File: config.mk
export PLATFORM = sky130hd
export DESIGN_NAME = regfile_writeback_ctrl
export DESIGN_NICKNAME = d
export VERILOG_FILES = /design/src/rtl/rv_wb_pkg.sv /design/src/rtl/wb_sync_fifo.sv /design/src/rtl/regfile_writeback_ctrl.sv
export SDC_FILE = /design/constraint.sdc
export NUM_CORES = 1
export LEC_CHECK = 0
export ABC_AREA = 1
export CELL_PAD_IN_SITES_DETAIL_PLACEMENT = 0
export CELL_PAD_IN_SITES_GLOBAL_PLACEMENT = 2
export CORE_ASPECT_RATIO = 0.5
export CORE_MARGIN = 2
export CORE_UTILIZATION = 40
export DETAILED_ROUTE_END_ITERATION = 6
export DONT_BUFFER_PORTS = 1
export PLACE_DENSITY = 0.79
export SLEW_MARGIN = 10
export SYNTH_ARGS = -nofsm -noshare
export SYNTH_HDL_FRONTEND = slang
export SYNTH_SLANG_ARGS = --single-unit
export TNS_END_PERCENT = 10
File: constraint.sdc
create_clock -name clk -period 4.5 [get_ports clk]
set_input_delay 0.675 -clock clk [delete_from_list [all_inputs] [get_ports clk]]
set_output_delay 0.675 -clock clk [all_outputs]
set_load 0.03 [all_outputs]
File: src/rtl/rv_wb_pkg.sv
// Shared types for the register-file writeback path: request struct and winner select.
package rv_wb_pkg;
  localparam int XLEN       = 32;
  localparam int REG_ADDR_W = 5;

  typedef struct packed {
    logic [REG_ADDR_W-1:0] rd;
    logic [XLEN-1:0]       data;
  } wb_req_t;

  typedef enum logic [1:0] {WB_NONE, WB_ALU, WB_FIFO, WB_BYPASS} wb_sel_e;
endpackage

File: src/rtl/wb_sync_fifo.sv
// Synchronous FIFO for buffered load responses.
// Uses extra-MSB pointers so full and empty can be told apart without a separate counter.
module wb_sync_fifo import rv_wb_pkg::*; #(
  parameter int  DEPTH = 4,
  parameter type T     = wb_req_t
) (
  input  logic                   clk,
  input  logic                   rst,
  input  logic                   push_i,
  input  logic                   pop_i,
  input  T                       wdata_i,
  output T                       rdata_o,
  output logic                   full_o,
  output logic                   empty_o,
  output logic [$clog2(DEPTH):0] count_o
);
  localparam int AW = $clog2(DEPTH);

  T               mem_q [DEPTH];
  logic [AW:0]    wptr_q, rptr_q;

  always_ff @(posedge clk) begin
    if (rst) begin
      wptr_q <= '0;
      rptr_q <= '0;
    end else begin
      if (push_i) wptr_q <= wptr_q + 1'b1;
      if (pop_i)  rptr_q <= rptr_q + 1'b1;
    end
  end

  always_ff @(posedge clk) begin
    if (push_i) mem_q[wptr_q[AW-1:0]] <= wdata_i;
  end

  assign rdata_o = mem_q[rptr_q[AW-1:0]];
  assign empty_o = (wptr_q == rptr_q);
  assign full_o  = (wptr_q[AW] != rptr_q[AW]) && (wptr_q[AW-1:0] == rptr_q[AW-1:0]);
  assign count_o = wptr_q - rptr_q;
endmodule

File: src/rtl/regfile_writeback_ctrl.sv
// Register-file write port arbiter (ALU vs buffered loads) with RAW scoreboard.
// Define REGFILE_WB_FORWARD_EN to add write-port forwarding outputs to decode.
module regfile_writeback_ctrl import rv_wb_pkg::*; #(
  parameter int LD_FIFO_DEPTH = 4,
  parameter int STARVE_LIMIT  = 8
) (
  input  logic                           clk,
  input  logic                           rst,
  input  logic                           alu_valid,
  output logic                           alu_ready,
  input  logic [4:0]                     alu_rd,
  input  logic [31:0]                    alu_data,
  input  logic                           ld_valid,
  output logic                           ld_ready,
  input  logic [4:0]                     ld_rd,
  input  logic [31:0]                    ld_data,
  input  logic                           issue_valid,
  input  logic [4:0]                     issue_rd,
  input  logic [4:0]                     query_rs1,
  input  logic [4:0]                     query_rs2,
  output logic                           rs1_busy,
  output logic                           rs2_busy,
  output logic                           write_enable,
  output logic [4:0]                     write_addr,
  output logic [31:0]                    write_data,
  output logic [$clog2(LD_FIFO_DEPTH):0] ld_count
`ifdef REGFILE_WB_FORWARD_EN
  ,
  output logic                           fwd1_valid,
  output logic                           fwd2_valid,
  output logic [31:0]                    fwd1_data,
  output logic [31:0]                    fwd2_data
`endif
);
  localparam int SW = $clog2(STARVE_LIMIT + 1);
  localparam logic [SW-1:0] STARVE_MAX = SW'(STARVE_LIMIT);

  logic          fifo_full, fifo_empty, push, pop, ld_acc;
  wb_req_t       head, ld_req, alu_req, win_req;
  wb_sel_e       sel;
  logic [SW-1:0] starve_q, starve_d;
  logic [31:0]   pending_q, pending_d;
  logic          we_q, we_d;
  logic [4:0]    addr_q, addr_d;
  logic [31:0]   data_q, data_d;

  assign ld_req  = '{rd: ld_rd,  data: ld_data};
  assign alu_req = '{rd: alu_rd, data: alu_data};

  wb_sync_fifo #(.DEPTH(LD_FIFO_DEPTH), .T(wb_req_t)) u_ld_fifo (
    .clk     (clk),
    .rst     (rst),
    .push_i  (push),
    .pop_i   (pop),
    .wdata_i (ld_req),
    .rdata_o (head),
    .full_o  (fifo_full),
    .empty_o (fifo_empty),
    .count_o (ld_count)
  );

  assign ld_ready  = !fifo_full;
  assign alu_ready = (starve_q != STARVE_MAX);
  assign ld_acc    = ld_valid && ld_ready;

  always_comb begin
    sel  = WB_NONE;
    push = 1'b0;
    pop  = 1'b0;
    // A saturated starve counter means alu_ready is already low, so the FIFO drains first.
    if (!fifo_empty && !alu_ready) begin
      sel = WB_FIFO; pop = 1'b1; push = ld_acc;
    end else if (alu_valid && alu_ready) begin
      sel = WB_ALU; push = ld_acc;
    end else if (!fifo_empty) begin
      sel = WB_FIFO; pop = 1'b1; push = ld_acc;
    end else if (ld_acc) begin
      sel = WB_BYPASS;
    end

    unique case (sel)
      WB_ALU:    win_req = alu_req;
      WB_FIFO:   win_req = head;
      WB_BYPASS: win_req = ld_req;
      default:   win_req = '0;
    endcase

    if (pop || (fifo_empty && !push)) starve_d = '0;
    else if (sel == WB_ALU)           starve_d = starve_q + SW'(1);
    else                              starve_d = starve_q;

    // rd==0 winners are consumed silently: no write, no scoreboard effect.
    we_d   = (sel != WB_NONE) && (win_req.rd != '0);
    addr_d = (sel != WB_NONE) ? win_req.rd   : addr_q;
    data_d = (sel != WB_NONE) ? win_req.data : data_q;

    pending_d = pending_q;
    if (we_q)        pending_d[addr_q]   = 1'b0;
    if (issue_valid) pending_d[issue_rd] = 1'b1;
    pending_d[0] = 1'b0;
  end

  always_ff @(posedge clk) begin
    if (rst) begin
      starve_q  <= '0;
      pending_q <= '0;
      we_q      <= 1'b0;
      addr_q    <= '0;
      data_q    <= '0;
    end else begin
      starve_q  <= starve_d;
      pending_q <= pending_d;
      we_q      <= we_d;
      addr_q    <= addr_d;
      data_q    <= data_d;
    end
  end

  assign write_enable = we_q;
  assign write_addr   = addr_q;
  assign write_data   = data_q;

`ifdef REGFILE_WB_FORWARD_EN
  assign fwd1_valid = we_q && (addr_q == query_rs1) && (query_rs1 != '0);
  assign fwd2_valid = we_q && (addr_q == query_rs2) && (query_rs2 != '0);
  assign fwd1_data  = data_q;
  assign fwd2_data  = data_q;
  assign rs1_busy   = pending_q[query_rs1] && !fwd1_valid;
  assign rs2_busy   = pending_q[query_rs2] && !fwd2_valid;
`else
  assign rs1_busy   = pending_q[query_rs1];
  assign rs2_busy   = pending_q[query_rs2];
`endif
endmodule
==> results of run 1 <==
cells in the final DEF (no fill, tap or decap), types with 2 or more instances in the layout:
master / count
ha_1: 9
o21ai_1: 3
o21ai_0: 119
o211ai_1: 8
a31oi_1: 25
edfxtp_1: 148
clkinv_2: 5
nand4_1: 12
a21oi_1: 114
bufinv_16: 5
nand2_2: 4
nor2_1: 51
xor2_1: 2
inv_2: 6
dfxtp_1: 80
buf_4: 11
a22oi_1: 7
nand2_1: 207
inv_1: 75
nor3_1: 9
clkbuf_16: 24
nand3_1: 79
nand2_4: 3
o221ai_1: 8
nor2_4: 5
clkbuf_1: 2
cells in the mapped netlist (all sizes together):
cell type    n
a21oi      115
a22oi        7
a31oi       25
buf         36
clkbuf      19
dfxtp       81
edfxtp     148
fa           1
ha           9
inv         81
nand2      214
nand3       80
nand3b       1
nand4       12
nor2        58
nor3         9
o211ai       8
o21a         1
o21ai      122
o21bai       1
o221ai       8
xor2         2
critical path: stages (launching register included):
cell	delay [ns]
dfxtp_1	0.37
inv_1	0.12
ha_1	0.32
nand2_2	0.13
inv_1	0.07
nand2_1	0.28
nand3_1	0.45
nor2_4	0.72
buf_4	0.38
flip-flops by register name (all words and copies together), names as in the netlist, named ones only:
name,cells
u_ld_fifo.rptr_q,3
write_addr,5
write_enable,1
starve_q,4
write_data,32
u_ld_fifo.wptr_q,3
pending_q,31
u_ld_fifo.mem_q,148
per-layer routing:
layer,vias to the layer above,share of wire [%],wire length (microns)
li1,3587,-,-
met4,0,1.9,481
met1,3629,45,11800
met2,168,48,12500
met5,-,0,0
met3,34,4.5,1170
power breakdown:
| group | switching (W) | total [W] | internal [W] |
|---|---|---|---|
| Combinational | 0.000990 | 0.00138 | 0.000390 |
| Clock | 0.000820 | 0.00210 | 0.00128 |
| Sequential | 0.000334 | 0.00286 | 0.00253 |
| Total | 0.00214 | 0.00634 | 0.00420 |
path summary, 6_finish.rpt:
check / start / endpoint / slack (ns) / depth (start not counted)
max reg2reg: u_ld_fifo.wptr_q[0] / u_ld_fifo.mem_q[3][13] / 1.34 / 8
min: rst / write_addr[4] / 0.23 / 1
max: u_ld_fifo.wptr_q[0] / u_ld_fifo.mem_q[3][13] / 1.34 / 8
min reg2reg: starve_q[0] / starve_q[0] / 0.46 / 1
area by class of cell:
class | instances | area, sq um
clock buffer | 27 | 622
fill | 2294 | 13200
inverter | 81 | 304
clock inverter | 13 | 208
sequential | 229 | 6070
tap | 336 | 420
multi-input combinational | 673 | 3340
timing repair buffer | 11 | 82.6
metrics by stage:
| step | std cells | worst slack [ns] |
|---|---|---|
| detailed placement | 1330 | 1.32 |
| floorplan | 1038 | 1.01 |
| CTS | 1370 | 1.32 |
| finish | 1370 | 1.34 |
| global placement | 1330 | 1.41 |
| global route | 1370 | 1.10 |
cell families (layout without fill, tap and decap cells):
group / Yosys count / count (layout)
adder cells (fa/ha/maj): 10 / 10
AO/OA/AOI/OAI: 287 / 287
flip-flops: 229 / 229
AND/OR/NAND/NOR: 374 / 374
buffers and inverters: 136 / 132
XOR/XNOR: 2 / 2
==> impl_metrics.toml, run 1 <==
[route]
drtIter0Drc = 623
viasPerCell = 5.41
wl_per_cell_microns = 18.9
antenna_left = 0
drc = 0
finalWirelength_mm = 25.9
vias = 7418
drt_pass1_iterations = 5

[final_layout]
fin_nets = 1122
fin_util_pct = 45.5
area_delta_synth_final_pct = 10.6
postLayoutCellArea_sq_um = 11000
antenna_cells = 0
drive_above_1_share_pct = 6.96

[logic_synthesis]
yosysTopAreaCell = "edfxtp_1"
synth_xor_area_share_pct = 0.175
ys.warnings.count = 0
netlist_instances = 1038
yosys.area_share.simple_pct = 16.2
synth.mux.area_fraction_pct = 0
synth_fa_ha_area_share_pct = 1.33
synth-seq-cells = 229
synth_compound_gate_area_share_pct = 15.5
ys_top_cells_by_area = "edfxtp_1 45%, dfxtp_1 16%, nand2_1 7.8%"
synth_area_sq_um = 9980
ys_seq_area_share_pct = 60.8
synth_fp_nets = 1142
synth_top_area_share_pct = 44.5
ys_types = 35
synth_top_family_by_area = "simple AND/OR/NAND/NOR gates"
avgSynthCellArea_sq_um = 9.62

[placed_design]
io_buffer_count = 0
post-dp-hpwl_mm = 17.3
gp_congestion = 0.782
placed_area_sq_um = 10200

[sta]
clock_skew_ns = 0.0199
holdWs_ns = 0.234
fin_setup_tns_ns = 0
setup-violations-final = 0
worst_slew_pin_slew_ns = 1.09
slew_viol_final = 0
slew_headroom_pct = 27.4
min_period_ns = 3.16
hold_viol = 0
grt_setup_unrepaired = "false"
fmax_mhz = 317
min_period_over_period_pct = 70.2

[die]
start_util_pct = 41.1
core-area_sq_um = 24300
fp.dieArea_sq_um = 26300
ioPinCount = 139
die_h_microns = 116
die_x_microns = 227
std_cell_rows = 40

[cts]
cts_setup_buffers = 0
path_clk_slew_ns = 0.06
post_cts_resized = 0
cts_root_buffer = "clkbuf_16"
clk_latency_ns = 0.53
htree_levels = 1
cts_hold_buf = 0
cts_buffer_depth = 3
cts_made_buffers = 22
clkSinkCount = 229
cts_tree = "yes"

[global_routing]
grt_overflow = 0
grt_pass1_vias = 6968
grt_pass1_wl_mm = 40.2
grt_use_met3_pct = 3.78
gr-max-usage-layer = "met2"
grtUsageMet1_pct = 27.1
grt_max_degree = 101
antenna_found_initial = 0
gr-usage-met2_pct = 33.2
grt_use_total_pct = 19.9

[min_path]
hold_class = "input port to register"

[pwr]
vdd.ir_drop.worst_v = 0.000295
power_density_nw_per_um2 = 574
leakage_nw = 4.02
total_power_w = 0.00634

[run]
maxCapViolCount = 0

[worst_setup_path]
crit_path_start_kind = "register"
cp_max_fo = 24
worstPathArrival_ns = 3.37
criticalPathCategory = "register to register"
worst-endpoint-required_ns = 4.71
endpoint_kind = "register"

[outcome]
status = "finished clean"
(Power assumes the default switching activity.)
==> run 2, diff against run 1 <==
==> constraint.sdc (replaced) <==
create_clock -name clk -period 3.2 [get_ports clk]
set_input_delay 0.48 -clock clk [delete_from_list [all_inputs] [get_ports clk]]
set_output_delay 0.48 -clock clk [all_outputs]
set_load 0.03 [all_outputs]
==> impl_metrics.toml, run 2 (synthesis results as in run 1) <==
[sta]
setup-violations-final = 0
holdWs_ns = 0.0341
slew_viol_final = 0
hold_viol = 0
min_period_over_period_pct = 83.4
min_period_ns = 2.67
fin_setup_tns_ns = 0
clock_skew_ns = 0.00907
setup_slack_ns = 0.531
slew_headroom_pct = 42.8
grt_setup_unrepaired = "false"
worst_slew_pin_slew_ns = 0.855
fmax_mhz = 375

[cts]
clk_latency_ns = 0.53
cts_buffer_depth = 3
cts_root_buffer = "clkbuf_16"
cts_setup_buffers = 0
cts_tree = "yes"
clkSinkCount = 229
htree_levels = 1
path_clk_slew_ns = 0.06
cts_made_buffers = 22

[final_layout]
fin_util_pct = 45.3
seq_area_sq_um = 6070
final_common_cell = "nand2_1"
fin_cells = 1377
area_delta_synth_final_pct = 10.2
drive_above_1_share_pct = 7.11
largest_reg_flops = 148
final_cell_mix = "207 x nand2_1, 148 x edfxtp_1, 119 x o21ai_0"
fill_cells = 2327
antenna_cells = 0
fin_nets = 1129
multi_input_area_sq_um = 3340

[worst_setup_path]
r2r_end = "u_ld_fifo.mem_q[0][9]"
endpoint_kind = "primary output"
crit_path_start_kind = "register"
worst-endpoint-required_ns = 2.72
reg2regPathDepth = 8
reg2reg_from = "starve_q[0]"
crit_path_end = "ld_count[2]"
critPathLaunch = "u_ld_fifo.wptr_q[0]"
criticalPathCategory = "register to primary output"
cp_max_fo = 5
r2r_slack_ns = 0.73
worstPathArrival_ns = 2.19

[die]
core-area_sq_um = 24300
std_cell_rows = 40
ioPinCount = 139
die_h_microns = 116
fp.dieArea_sq_um = 26300
start_util_pct = 41.1
die_x_microns = 227

[placed_design]
gp_congestion = 0.813
dp_cells = 1336
post-dp-hpwl_mm = 17.3
pre_cts_ws_ns = 0.745
io_buffer_count = 0

[global_routing]
grt_max_degree = 53
grt_use_total_pct = 20.0
grt_pass1_vias = 7066
antenna_found_initial = 0
grt_pass1_wl_mm = 40.0
grt_overflow = 0

[route]
antenna_left = 0
viasPerCell = 5.37
drt_pass1_iterations = 4
vias = 7400
finalWirelength_mm = 26.0
wl_per_cell_microns = 18.9
drtIter0Drc = 482
drc = 0

[min_path]
hold_class = "input port to register"

[run]
maxCapViolCount = 0

[pwr]
power_density_nw_per_um2 = 780
vdd.ir_drop.worst_v = 0.000352
leakage_nw = 4.00

[outcome]
status = "finished clean"
run 2: power by group:
| group | internal (W) | switching, W |
|---|---|---|
| Clock | 0.00144 | 0.00113 |
| Sequential | 0.00356 | 0.000523 |
| Combinational | 0.000579 | 0.00135 |
run 2: critical path, stage by stage, from the launching register on:
cell and delay, ns:
dfxtp_1 0.36, inv_1 0.11, ha_1 0.21, fa_1 0.37, xor2_1 0.62
run 2: metrics by stage:
step / area, sq um / total power, W
floorplan: 9990 / 0.00557
global placement: 10300 / 0.00608
detailed placement: 10300 / 0.00610
CTS: 11000 / 0.00868
global route: 11000 / 0.00908
finish: 11000 / 0.00858
run 2: metal layers:
| layer | global-route usage [%] | wire length [microns] | up-vias |
|---|---|---|---|
| li1 | - | - | 3599 |
| met1 | 27.3 | 11900 | 3589 |
| met2 | 33.1 | 12300 | 173 |
| met3 | 3.68 | 1170 | 39 |
| met4 | 5.45 | 614 | 0 |
| met5 | 0 | 0 | - |
run 2: repair_timing:
item | 4_1_cts | 5_1_grt
hold buffers | 1 | 0
gates resized for setup | 0 | 0
endpoints found under the hold margin | 1 | 0
run 2: worst min path at each step:
| stage | startpoint | to | slack [ns] | cells after the start |
|---|---|---|---|---|
| final | rst | write_addr[0] | 0.03 | 1 |
| after global routing | rst | pending_q[11] | 0.01 | 1 |
| after CTS | rst | write_addr[0] | 0.01 | 1 |
| after detailed placement | starve_q[0] | starve_q[0] | 0.46 | 1 |
| after global placement | starve_q[0] | starve_q[0] | 0.44 | 1 |
| after floorplan | starve_q[0] | starve_q[0] | 0.43 | 1 |
run 2: layout make-up:
class | instances | area share (%)
clock inverters | 14 | 1.29
multi-input cells | 673 | 30.3
repair buffers | 18 | 1.48
inverters | 81 | 2.76
clock buffers | 26 | 5.14
flip-flops and latches | 229 | 55.2
well taps | 336 | 3.82
==> run 3, diff against run 2 <==
==> constraint.sdc (replaced) <==
create_clock -name clk -period 2.5 [get_ports clk]
set_input_delay 0.375 -clock clk [delete_from_list [all_inputs] [get_ports clk]]
set_output_delay 0.375 -clock clk [all_outputs]
set_load 0.03 [all_outputs]
==> impl_metrics.toml, run 3 (synthesis results as in run 1) <==
[outcome]
status = "finished clean"

[sta]
slew_viol_final = 0
min_period_over_period_pct = 95.6
fmax_mhz = 418
setup-violations-final = 0
min_period_ns = 2.39
slew_headroom_pct = 51.7
grt_setup_unrepaired = "false"
hold_viol = 0
clock_skew_ns = 0.0236
fin_setup_tns_ns = 0
worst_slew_pin_slew_ns = 0.721

[cts]
post_cts_resized = 0
htree_levels = 1
cts_made_buffers = 23
cts_root_buffer = "clkbuf_16"
cts_buffer_depth = 3
clkSinkCount = 229
cts_tree = "yes"
clk_latency_ns = 0.54
path_clk_slew_ns = 0.06

[final_layout]
fin_nets = 1172
final_cell_mix = "207 x nand2_1, 148 x edfxtp_1, 119 x o21ai_0"
fin_cells = 1422
largest_reg_flops = 148
drive_above_1_share_pct = 7.19
area_delta_synth_final_pct = 15.4
final_common_cell = "nand2_1"

[worst_setup_path]
critPathSlowestCell = "dfxtp_1"
critical_path_buf_inv_count = 2
worst-endpoint-required_ns = 2.12
path_cells = "inv_1, ha_1, fa_1, xor2_1, buf_4"
endpoint_kind = "primary output"
critPathLaunch = "u_ld_fifo.wptr_q[0]"
crit_path_start_kind = "register"
crit_family = "adder cells"
max_stage_delay_ns = 0.37
cp_max_fo = 5
worstPathArrival_ns = 2.02
criticalPathCategory = "register to primary output"
reg2reg_from = "u_ld_fifo.wptr_q[0]"

[min_path]
hp-start = "alu_data[13]"
hold_class = "input port to register"

[pwr]
vdd.ir_drop.worst_v = 0.000522
leakage_nw = 4.21
p_int_w = 0.00734
power_frac_comb_pct = 24.5
switchingPower_w = 0.00397
p_sw_share_pct = 35.1
power_density_nw_per_um2 = 982
power_frac_seq_pct = 45.5
p_clk_share_pct = 30.0

[run]
maxCapViolCount = 0

[route]
vias = 7521
wl_per_cell_microns = 18.9
viasPerCell = 5.29
drc = 0
drt_pass1_iterations = 5
drtIter0Drc = 541
antenna_left = 0
finalWirelength_mm = 26.9

[placed_design]
io_buffer_count = 0
gp_congestion = 0.751
post-dp-hpwl_mm = 17.2
dp_cells = 1340

[die]
start_util_pct = 41.1
fp.dieArea_sq_um = 26300
die_x_microns = 227
core-area_sq_um = 24300
std_cell_rows = 40
ioPinCount = 139
die_h_microns = 116

[global_routing]
grt_use_total_pct = 20.6
grt_pass1_wl_mm = 41.7
grt_max_degree = 101
grt_pass1_vias = 7269
antenna_found_initial = 1
grt_overflow = 0
## run 3: per-stage QoR
step	setup slack [ns]	hold slack (ns)	utilization, %	area, sq um	total power (W)
after floorplan	0.0710	0.430	-	10000	0.00715
after global placement	0.372	0.442	42.8	10400	0.00791
after detailed placement	0.320	0.449	42.8	10400	0.00795
after CTS	0.0791	0.00319	47.5	11500	0.0115
after global routing	0.0215	0.00856	47.5	11500	0.0119
final	0.110	0.0231	47.5	11500	0.0113
## run 3: power by group through the flow
stage | clock network, W | registers (W) | logic, W
floorplan | 0 | 0.00514 | 0.00201
global placement | 0 | 0.00522 | 0.00269
detailed placement | 0 | 0.00523 | 0.00272
CTS | 0.00348 | 0.00515 | 0.00282
global route | 0.00363 | 0.00519 | 0.00312
finish | 0.00340 | 0.00515 | 0.00277
## run 3: cell type report
cell class,instances,area [sq um]
antenna,1,2.50
multi-input combinational,673,3350
timing repair buffer,60,646
fill,2270,12700
clock buffer,32,641
inverter,81,304
clock inverter,10,92.6
sequential,229,6070
tap,336,420
## run 3: routing by layer
metal | vias up | GRT usage, % | part of all wire, %
li1 | 3701 | - | -
met1 | 3626 | 26.8 | 45
met2 | 153 | 35.8 | 49
met3 | 41 | 3.93 | 4.3
met4 | 0 | 5.27 | 1.9
met5 | - | 0 | 0
## run 3: path summary, 6_finish.rpt
check | endpoint | slack, ns | cells after the start
worst max-delay path | ld_count[2] | 0.11 | 5
worst min-delay path | write_data[13] | 0.02 | 2
worst max register to register | u_ld_fifo.rptr_q[2] | 0.36 | 11
worst min register to register | starve_q[0] | 0.47 | 1
## run 3: repair_timing
item                                    in CTS  in global routing
endpoints found under the setup margin       0                  0
hold endpoints to repair                   210                  0
hold buffers                                39                  0
buffers inserted                             0                  0
## run 3: worst register-to-register path: cells and delay by family, from the launching register on
kind	cells	cell delay, ns
AO/OA/AOI/OAI	2	0.23
adder cells (fa/ha/maj)	1	0.31
flip-flops	1	0.37
buffers and inverters	4	0.66
AND/OR/NAND/NOR	4	0.47
